`src/rtl/fast_corner_scheduler.sv`:
```
// fast_corner_scheduler
// Runs the FAST-9 corner test over the Gaussian-filtered image once convolution finishes.
// Pixels are visited in raster order. Border pixels are written as 0 without any reads.
// For an interior pixel the block reads the centre and the 16-pixel Bresenham ring,
// evaluates the circular contiguous-arc test and writes one result bit.
//
// Ports:
//   clk, n_rst        clock; synchronous active-high reset
//   start             one-cycle frame start pulse (ignored while not idle)
//   max_x, max_y      last valid x / y index, latched on accepted start
//   threshold         intensity threshold t, latched on accepted start
//   *_conv_fast       conv buffer read port (data valid the cycle after ren)
//   *_fast            FAST result map write port
//   busy, done        frame in progress / one-cycle end-of-frame pulse
module fast_corner_scheduler #(
   parameter int unsigned X_MAX       = 400,
   parameter int unsigned Y_MAX       = 400,
   parameter int unsigned PIXEL_DEPTH = 8,
   parameter int unsigned ARC_LEN     = 9
) (
   input  logic                     clk,
   input  logic                     n_rst,
   input  logic                     start,
   input  logic [$clog2(X_MAX)-1:0] max_x,
   input  logic [$clog2(Y_MAX)-1:0] max_y,
   input  logic [PIXEL_DEPTH-1:0]   threshold,
   output logic [$clog2(X_MAX):0]   x_addr_conv_fast,
   output logic [$clog2(Y_MAX):0]   y_addr_conv_fast,
   output logic                     ren_conv_fast,
   input  logic [PIXEL_DEPTH-1:0]   rdat_conv_fast,
   output logic [$clog2(X_MAX):0]   x_addr_fast,
   output logic [$clog2(Y_MAX):0]   y_addr_fast,
   output logic                     wen_fast,
   output logic                     wdat_fast,
   output logic                     busy,
   output logic                     done
);

   localparam int unsigned XW = $clog2(X_MAX);
   localparam int unsigned YW = $clog2(Y_MAX);
   localparam int unsigned PD = PIXEL_DEPTH;

   typedef enum logic [2:0] {StIdle, StRead, StCapture, StEval, StWrite, StDone} state_e;

   state_e          state_q, state_d;
   logic [4:0]      k_q, k_d;
   logic [XW-1:0]   x_q, x_d, max_x_q, max_x_d;
   logic [YW-1:0]   y_q, y_d, max_y_q, max_y_d;
   logic [PD-1:0]   thr_q, thr_d;
   logic [PD-1:0]   centre_q;
   logic [PD-1:0]   ring_q [16];
   logic            cap_valid_q;
   logic [4:0]      cap_idx_q;

   logic [XW:0]     cx_addr_q, cx_addr_d, wx_addr_q, wx_addr_d;
   logic [YW:0]     cy_addr_q, cy_addr_d, wy_addr_q, wy_addr_d;
   logic            ren_q, ren_d, wen_q, wen_d, wdat_q, wdat_d, busy_q, busy_d, done_q, done_d;

   logic            enter_sel;
   logic            corner;
   logic [15:0]     bright, dark;
   logic [PD:0]     c_plus_t;
   logic [5:0]      off;

   // Border test in signed arithmetic so that a max below 6 makes every pixel border.
   function automatic logic is_border(logic [XW-1:0] px, logic [YW-1:0] py,
                                      logic [XW-1:0] mx, logic [YW-1:0] my);
      int sx, sy, smx, smy;
      sx  = int'(px);
      sy  = int'(py);
      smx = int'(mx);
      smy = int'(my);
      return (sx < 3) || (sx > smx - 3) || (sy < 3) || (sy > smy - 3);
   endfunction

   // Ring offset for read index k as {dx[2:0], dy[2:0]} in two's complement; +y is down.
   function automatic logic [5:0] ring_offset(logic [4:0] k);
      logic [5:0] o;
      o = 6'b000_000;
      case (k)
         5'd1:    o = {3'b000, 3'b101};
         5'd2:    o = {3'b001, 3'b101};
         5'd3:    o = {3'b010, 3'b110};
         5'd4:    o = {3'b011, 3'b111};
         5'd5:    o = {3'b011, 3'b000};
         5'd6:    o = {3'b011, 3'b001};
         5'd7:    o = {3'b010, 3'b010};
         5'd8:    o = {3'b001, 3'b011};
         5'd9:    o = {3'b000, 3'b011};
         5'd10:   o = {3'b111, 3'b011};
         5'd11:   o = {3'b110, 3'b010};
         5'd12:   o = {3'b101, 3'b001};
         5'd13:   o = {3'b101, 3'b000};
         5'd14:   o = {3'b101, 3'b111};
         5'd15:   o = {3'b110, 3'b110};
         5'd16:   o = {3'b111, 3'b101};
         default: o = 6'b000_000;
      endcase
      return o;
   endfunction

   // True when ARC_LEN consecutive bits are set, with bit 15 adjacent to bit 0.
   function automatic logic has_arc(logic [15:0] b);
      logic       found;
      logic       run;
      logic [3:0] idx;
      found = 1'b0;
      for (int s = 0; s < 16; s++) begin
         run = 1'b1;
         for (int j = 0; j < int'(ARC_LEN); j++) begin
            idx = 4'((s + j) % 16);
            run = run & b[idx];
         end
         found = found | run;
      end
      return found;
   endfunction

   // Unsigned PD+1-bit compares so c+t and p+t never wrap.
   always_comb begin
      c_plus_t = {1'b0, centre_q} + {1'b0, thr_q};
      bright   = '0;
      dark     = '0;
      for (int i = 0; i < 16; i++) begin
         bright[i] = {1'b0, ring_q[i]} > c_plus_t;
         dark[i]   = ({1'b0, ring_q[i]} + {1'b0, thr_q}) < {1'b0, centre_q};
      end
      corner = has_arc(bright) | has_arc(dark);
   end

   // Next state; SELECT is folded in as enter_sel and resolved in the same cycle.
   always_comb begin
      state_d   = state_q;
      k_d       = k_q;
      x_d       = x_q;
      y_d       = y_q;
      max_x_d   = max_x_q;
      max_y_d   = max_y_q;
      thr_d     = thr_q;
      wdat_d    = 1'b0;
      enter_sel = 1'b0;
      unique case (state_q)
         StIdle: begin
            if (start) begin
               max_x_d   = max_x;
               max_y_d   = max_y;
               thr_d     = threshold;
               x_d       = '0;
               y_d       = '0;
               enter_sel = 1'b1;
            end
         end
         StRead: begin
            if (k_q == 5'd16) state_d = StCapture;
            else              k_d     = k_q + 5'd1;
         end
         StCapture: state_d = StEval;
         StEval: begin
            state_d = StWrite;
            wdat_d  = corner;
         end
         StWrite: begin
            if (x_q == max_x_q) begin
               if (y_q == max_y_q) begin
                  state_d = StDone;
               end else begin
                  x_d       = '0;
                  y_d       = y_q + YW'(1);
                  enter_sel = 1'b1;
               end
            end else begin
               x_d       = x_q + XW'(1);
               enter_sel = 1'b1;
            end
         end
         StDone:  state_d = StIdle;
         default: state_d = StIdle;
      endcase
      if (enter_sel) begin
         k_d     = '0;
         state_d = is_border(x_d, y_d, max_x_d, max_y_d) ? StWrite : StRead;
      end
   end

   // Registered outputs are derived from the next state.
   always_comb begin
      ren_d     = (state_d == StRead);
      wen_d     = (state_d == StWrite);
      busy_d    = (state_d != StIdle) && (state_d != StDone);
      done_d    = (state_d == StDone);
      off       = ring_offset(k_d);
      cx_addr_d = '0;
      cy_addr_d = '0;
      wx_addr_d = '0;
      wy_addr_d = '0;
      if (ren_d) begin
         cx_addr_d = {1'b0, x_d} + {{(XW - 2){off[5]}}, off[5:3]};
         cy_addr_d = {1'b0, y_d} + {{(YW - 2){off[2]}}, off[2:0]};
      end
      if (wen_d) begin
         wx_addr_d = {1'b0, x_d};
         wy_addr_d = {1'b0, y_d};
      end
   end

   always_ff @(posedge clk) begin
      if (n_rst) begin
         state_q     <= StIdle;
         k_q         <= '0;
         x_q         <= '0;
         y_q         <= '0;
         max_x_q     <= '0;
         max_y_q     <= '0;
         thr_q       <= '0;
         centre_q    <= '0;
         for (int i = 0; i < 16; i++) ring_q[i] <= '0;
         cap_valid_q <= 1'b0;
         cap_idx_q   <= '0;
         cx_addr_q   <= '0;
         cy_addr_q   <= '0;
         wx_addr_q   <= '0;
         wy_addr_q   <= '0;
         ren_q       <= 1'b0;
         wen_q       <= 1'b0;
         wdat_q      <= 1'b0;
         busy_q      <= 1'b0;
         done_q      <= 1'b0;
      end else begin
         state_q     <= state_d;
         k_q         <= k_d;
         x_q         <= x_d;
         y_q         <= y_d;
         max_x_q     <= max_x_d;
         max_y_q     <= max_y_d;
         thr_q       <= thr_d;
         // Read data for index k arrives the cycle after READ k.
         cap_valid_q <= (state_q == StRead);
         cap_idx_q   <= k_q;
         if (cap_valid_q) begin
            if (cap_idx_q == 5'd0) centre_q <= rdat_conv_fast;
            else                   ring_q[4'(cap_idx_q - 5'd1)] <= rdat_conv_fast;
         end
         cx_addr_q   <= cx_addr_d;
         cy_addr_q   <= cy_addr_d;
         wx_addr_q   <= wx_addr_d;
         wy_addr_q   <= wy_addr_d;
         ren_q       <= ren_d;
         wen_q       <= wen_d;
         wdat_q      <= wdat_d;
         busy_q      <= busy_d;
         done_q      <= done_d;
      end
   end

   assign x_addr_conv_fast = cx_addr_q;
   assign y_addr_conv_fast = cy_addr_q;
   assign ren_conv_fast    = ren_q;
   assign x_addr_fast      = wx_addr_q;
   assign y_addr_fast      = wy_addr_q;
   assign wen_fast         = wen_q;
   assign wdat_fast        = wdat_q;
   assign busy             = busy_q;
   assign done             = done_q;

endmodule

```
`config.mk`:
```
export PLATFORM = sky130hd
export DESIGN_NAME = fast_corner_scheduler
export DESIGN_NICKNAME = d
export VERILOG_FILES = /design/src/rtl/fast_corner_scheduler.sv
export SDC_FILE = /design/constraint.sdc
export NUM_CORES = 1
export LEC_CHECK = 0
export CORE_ASPECT_RATIO = 1.1
export CORE_MARGIN = 5
export CORE_UTILIZATION = 25
export DETAILED_ROUTE_END_ITERATION = 7
export PLACE_DENSITY_LB_ADDON = 0.12
export SYNTH_ARGS = -nofsm -noshare
export SYNTH_HDL_FRONTEND = slang
export SYNTH_SLANG_ARGS = --single-unit
export TNS_END_PERCENT = 50
```
`constraint.sdc`:
```
create_clock -name clk -period 5.3 [get_ports clk]
set_input_delay 0.53 -clock clk [delete_from_list [all_inputs] [get_ports clk]]
set_output_delay 0.53 -clock clk [all_outputs]
set_load 0.01 [all_outputs]
```
==> results.md, run 1 <==
- The share of the core filled with cells is 29.61%.
- The synthesized instance count is 2348.
- The initial standard-cell utilization of the core is 25.29%.
- For the worst setup path, the data required time is 5.77 ns.
- The count of pins over their slew limit is 0.
- The worst-case headroom to the max-slew limit is 24.33%.
- The hold violation total from the final report was 0.
- The number of warnings reported in the yosys synthesis log is 0.
- The area share of xor/xnor cells in the synthesized design is 5.986%.
- TritonCTS built the clock tree.
- The number of enable flip-flop cells after synthesis is 128.
- The longest clock path from root to sink contains 3 buffers.
- The cell type with the largest total area after synthesis is sky130_fd_sc_hd__ha_1.
- The post-route netlist has 7.527% of its cells at a drive strength greater than 1.
- The height of the die is 317.6 microns.
- The final net count is 2949.
- The via count of the first global-routing pass is 18200.
- The maximum number of pins on one net before global-route repair is 58.
- The leakage power is 10.99 nW.
- Across the run, the number of max-cap violations was 0.
- The final setup violation count is 0.
- The number of search-and-repair iterations in the first detailed-routing pass is 6.
- The most used flip-flop cell after synthesis is sky130_fd_sc_hd__edfxtp_1.
- The worst vdd rail ir drop is 0.0002515 V.
- The wire length of the first global-routing pass is 117400 microns.
- The antenna violation net count after detailed routing is 0.
- The data arrival time at the worst-slack endpoint is 5.26 ns.
- The clock period could shrink to 4.792 ns.
- Summing over every cut layer, the via total after detailed routing is 17990.
- The number of top-level design ports is 82.
- After detailed routing, the number of vias per cell comes to 4.923.
- The most instantiated library cell after synthesis is sky130_fd_sc_hd__ha_1.
- The maximum clock rate is 208.7 MHz.
- After synthesis, the mean cell area works out to 9.160 sq um.
- For this run, the register share of the synthesized area comes to 28.02%.
- The final estimated routing congestion in global placement is 0.8566.
- The total standard cell area after synthesis is 21510 sq um.
- The tree built by TritonCTS fans out to 237 sinks.
- In this run the power density over the cells is 235.1 nW/um^2.
- The post-synthesis share of cell area spent on full adders, half adders and majority gates is 25.45%.
- The wire-length estimate of the detail-placed layout is 58850 microns.
- The fraction of registers with async set or reset after synthesis is 0%.
- The portion of synthesized area spent on multiplexers is 1.350%.
- The number of stages on the worst hold path is 2.
- After synthesis, the largest family of logic cells by area is adder cells.
- From left edge to right edge, the die measures 289.7 microns.
- The overall die area is 92000 sq um.
- After the first detailed-routing iteration, the DRC count stood at 1022.
- Setup repair after global routing left no endpoint under its margin.
- The total core area is 85060 sq um.
- The worst clock skew is 0.02275 ns.
- By area the synthesized netlist is led by sky130_fd_sc_hd__ha_1 (24%), sky130_fd_sc_hd__edfxtp_1 (18%), sky130_fd_sc_hd__dfxtp_1 (10%).
- After Yosys synthesis, and, or, nand and nor cells account for 17.70% of the synthesized area.
- After synthesis, the most frequently instantiated cells are sky130_fd_sc_hd__ha_1 (407), sky130_fd_sc_hd__a21oi_1 (199), sky130_fd_sc_hd__nor2_1 (171).
- For this run, the total global-route usage over all layers was measured as 16.98%.
- In the final timing run, aggregate negative setup slack is 0 ns.
- The DRC violations left is 0.
- Clock tree synthesis selected as its root buffer the cell sky130_fd_sc_hd__clkbuf_16.
- The final critical path takes up 90.41% of the cycle.
- The cell count of the worst reg-to-reg path is 19.
- For the pin with the worst max-slew slack, the measured transition is 1.134 ns.
- The final global-route overflow total is 0.
- By startpoint and endpoint, the worst setup path is classified as flop to flop.
- The number of core rows is 112.
- At the later pin of the worst-skew pair, clock insertion delay measures 0.60 ns.
- After clock tree synthesis, the clock-pin slew on the worst setup and hold paths is 0.06 ns.
- The number of antenna violations at the first check in global routing is 7.
- The register-to-register setup slack is 0.51 ns.
- The run finished with clean final reports.
- The H-tree depth reported by CTS is 1.
- The routed wirelength normalized by instance count is 22.05 microns.
- The TritonCTS buffer count is 31.
- The startpoint type of the worst setup path is a flop.
- The flop and latch count out of synthesis is 237.
- The synthesized netlist devotes 18.27% of its cell area to compound gates.
- After detailed routing, the total wire length is 80560 microns.
- The area growth from synthesis to layout is 17.10%.
- The top cell type's share of synthesized area is 23.68%.
- The class of the most critical hold timing path is input pin to flop.
- The post-synthesis cell type count is 85.
- Along the worst path, the maximum fanout reaches 8.
- The number of buffers inserted by port buffering is 79.
- The category of the worst setup path capture point is a flop.
per-layer routing:
| metal | wire (microns) | GRT usage, % |
|---|---|---|
| met1 | 36170 | 21.86 |
| met2 | 38580 | 29.64 |
| met3 | 3391 | 2.713 |
| met4 | 2400 | 4.195 |
| met5 | 13 | 0 |
area by class of cell:
class                      instances  area, sq um
tap                             1140         1426
multi-input combinational       1934        14870
sequential                       237         6027
clock buffer                      40        843.3
clock inverter                    18        200.2
inverter                         125        469.2
antenna                            3        7.507
timing repair buffer             157         1339
fill                            8896        59870
cell usage in the layout, fill, tap and decap left out, types with 12 or more instances in the layout:
master / count
sky130_fd_sc_hd__a211oi_1: 20
sky130_fd_sc_hd__a21o_1: 64
sky130_fd_sc_hd__a21oi_1: 199
sky130_fd_sc_hd__a31oi_1: 13
sky130_fd_sc_hd__and2_1: 132
sky130_fd_sc_hd__and3_1: 23
sky130_fd_sc_hd__buf_4: 79
sky130_fd_sc_hd__clkbuf_16: 31
sky130_fd_sc_hd__clkdlybuf4s50_1: 71
sky130_fd_sc_hd__dfxtp_1: 108
sky130_fd_sc_hd__edfxtp_1: 128
sky130_fd_sc_hd__fa_1: 19
sky130_fd_sc_hd__ha_1: 407
sky130_fd_sc_hd__inv_1: 121
sky130_fd_sc_hd__mux2i_1: 29
sky130_fd_sc_hd__nand2_1: 125
sky130_fd_sc_hd__nand2b_1: 33
sky130_fd_sc_hd__nand3_1: 42
sky130_fd_sc_hd__nand4_1: 26
sky130_fd_sc_hd__nor2_1: 171
sky130_fd_sc_hd__nor2b_1: 57
sky130_fd_sc_hd__nor3_1: 47
sky130_fd_sc_hd__nor4_1: 12
sky130_fd_sc_hd__o211ai_1: 22
sky130_fd_sc_hd__o21a_1: 27
sky130_fd_sc_hd__o21ai_0: 75
sky130_fd_sc_hd__o21bai_1: 48
sky130_fd_sc_hd__o22ai_1: 13
sky130_fd_sc_hd__o31ai_1: 19
sky130_fd_sc_hd__or2_2: 24
sky130_fd_sc_hd__xnor2_1: 95
sky130_fd_sc_hd__xor2_1: 47
logic make-up after synthesis:
kind of cell / after synthesis
buffers and inverters: 178
adders and majority gates: 426
other: 1
and+or+nand+nor: 732
DFF: 237
xor gates and xnor gates: 147
AOI/OAI and AO/OA: 598
muxes: 29
report_power, final:
group	internal, mW	switching (mW)
registers	1.99	0.0589
logic	0.685	0.994
clock network	1.31	0.885
total	3.98	1.94
state kept, by name, indices dropped and copies added, names as in the netlist, 3 cells and up:
name,cells
y_addr_fast,9
max_x_q,9
centre_q,8
k_q,5
y_addr_conv_fast,10
thr_q,8
x_addr_conv_fast,10
x_q,9
y_q,9
max_y_q,9
cap_idx_q,5
ring_q,128
x_addr_fast,9
state_q,3
worst max-delay path, stage by stage (launching register included):
cell and delay [ns]:
sky130_fd_sc_hd__dfxtp_1 0.32, sky130_fd_sc_hd__ha_1 0.20, sky130_fd_sc_hd__inv_1 0.07, sky130_fd_sc_hd__fa_1 0.22, sky130_fd_sc_hd__nor2b_1 0.09, sky130_fd_sc_hd__o21ai_0 0.19, sky130_fd_sc_hd__nand2b_1 0.12, sky130_fd_sc_hd__xnor2_2 0.77
sky130_fd_sc_hd__buf_4 0.27, sky130_fd_sc_hd__ha_1 0.24, sky130_fd_sc_hd__nand3_1 0.12, sky130_fd_sc_hd__a21oi_1 0.06, sky130_fd_sc_hd__o41ai_1 0.42, sky130_fd_sc_hd__a31oi_1 0.14, sky130_fd_sc_hd__o311ai_1 0.59, sky130_fd_sc_hd__nor2_1 0.17
sky130_fd_sc_hd__o22ai_1 0.19, sky130_fd_sc_hd__o41ai_2 0.11, sky130_fd_sc_hd__o31ai_1 0.22, sky130_fd_sc_hd__o221ai_1 0.14
final timing paths:
check / to / from
max: wdat_fast / thr_q[0]
min: max_x_q[4] / n_rst
max reg2reg: wdat_fast / thr_q[0]
min reg2reg: cap_idx_q[1] / k_q[1]
through the flow:
step	hold slack (ns)	cell area, sq um	std cells	setup WS, ns	power, mW
final	0.3848	25190	3654	0.5081	5.921
after global routing	0.3890	25180	3651	0.08093	6.258
after CTS	0.3569	25140	3649	0.1622	5.990
after detailed placement	0.5013	24100	3591	-0.04581	3.756
after global placement	0.4961	24100	3591	0.06044	3.729
after floorplan	0.4629	21510	2349	0.07647	3.157
repair_timing:
action,4_1_cts,5_1_grt
buffers inserted,0,2
endpoints found under the setup margin,14,19
resized for setup,1,5
hold buffers,0,0
gates cloned,0,0
pin swaps,0,1
No activity file was read; power rests on OpenSTA's default activity.
==> inputs of run 2 (changes only) <==
--- a/config.mk
+++ b/config.mk
@@ -5,6 +5,7 @@
 export SDC_FILE = /design/constraint.sdc
 export NUM_CORES = 1
 export LEC_CHECK = 0
+export ABC_CLOCK_PERIOD_IN_PS = 5300
 export CORE_ASPECT_RATIO = 1.1
 export CORE_MARGIN = 5
 export CORE_UTILIZATION = 25
==> constraint.sdc (replaced) <==
create_clock -name clk -period 5.3 [get_ports clk]
set_input_delay 0.53 -clock clk [delete_from_list [all_inputs] [get_ports clk]]
set_output_delay 0.53 -clock clk [all_outputs]
set_load 0.02 [all_outputs]
==> results of run 2 <==
Same layout as run 1 (identical final DEF). Status: finished clean.
Among the figures that moved: total power 5.921 mW -> 5.924 mW
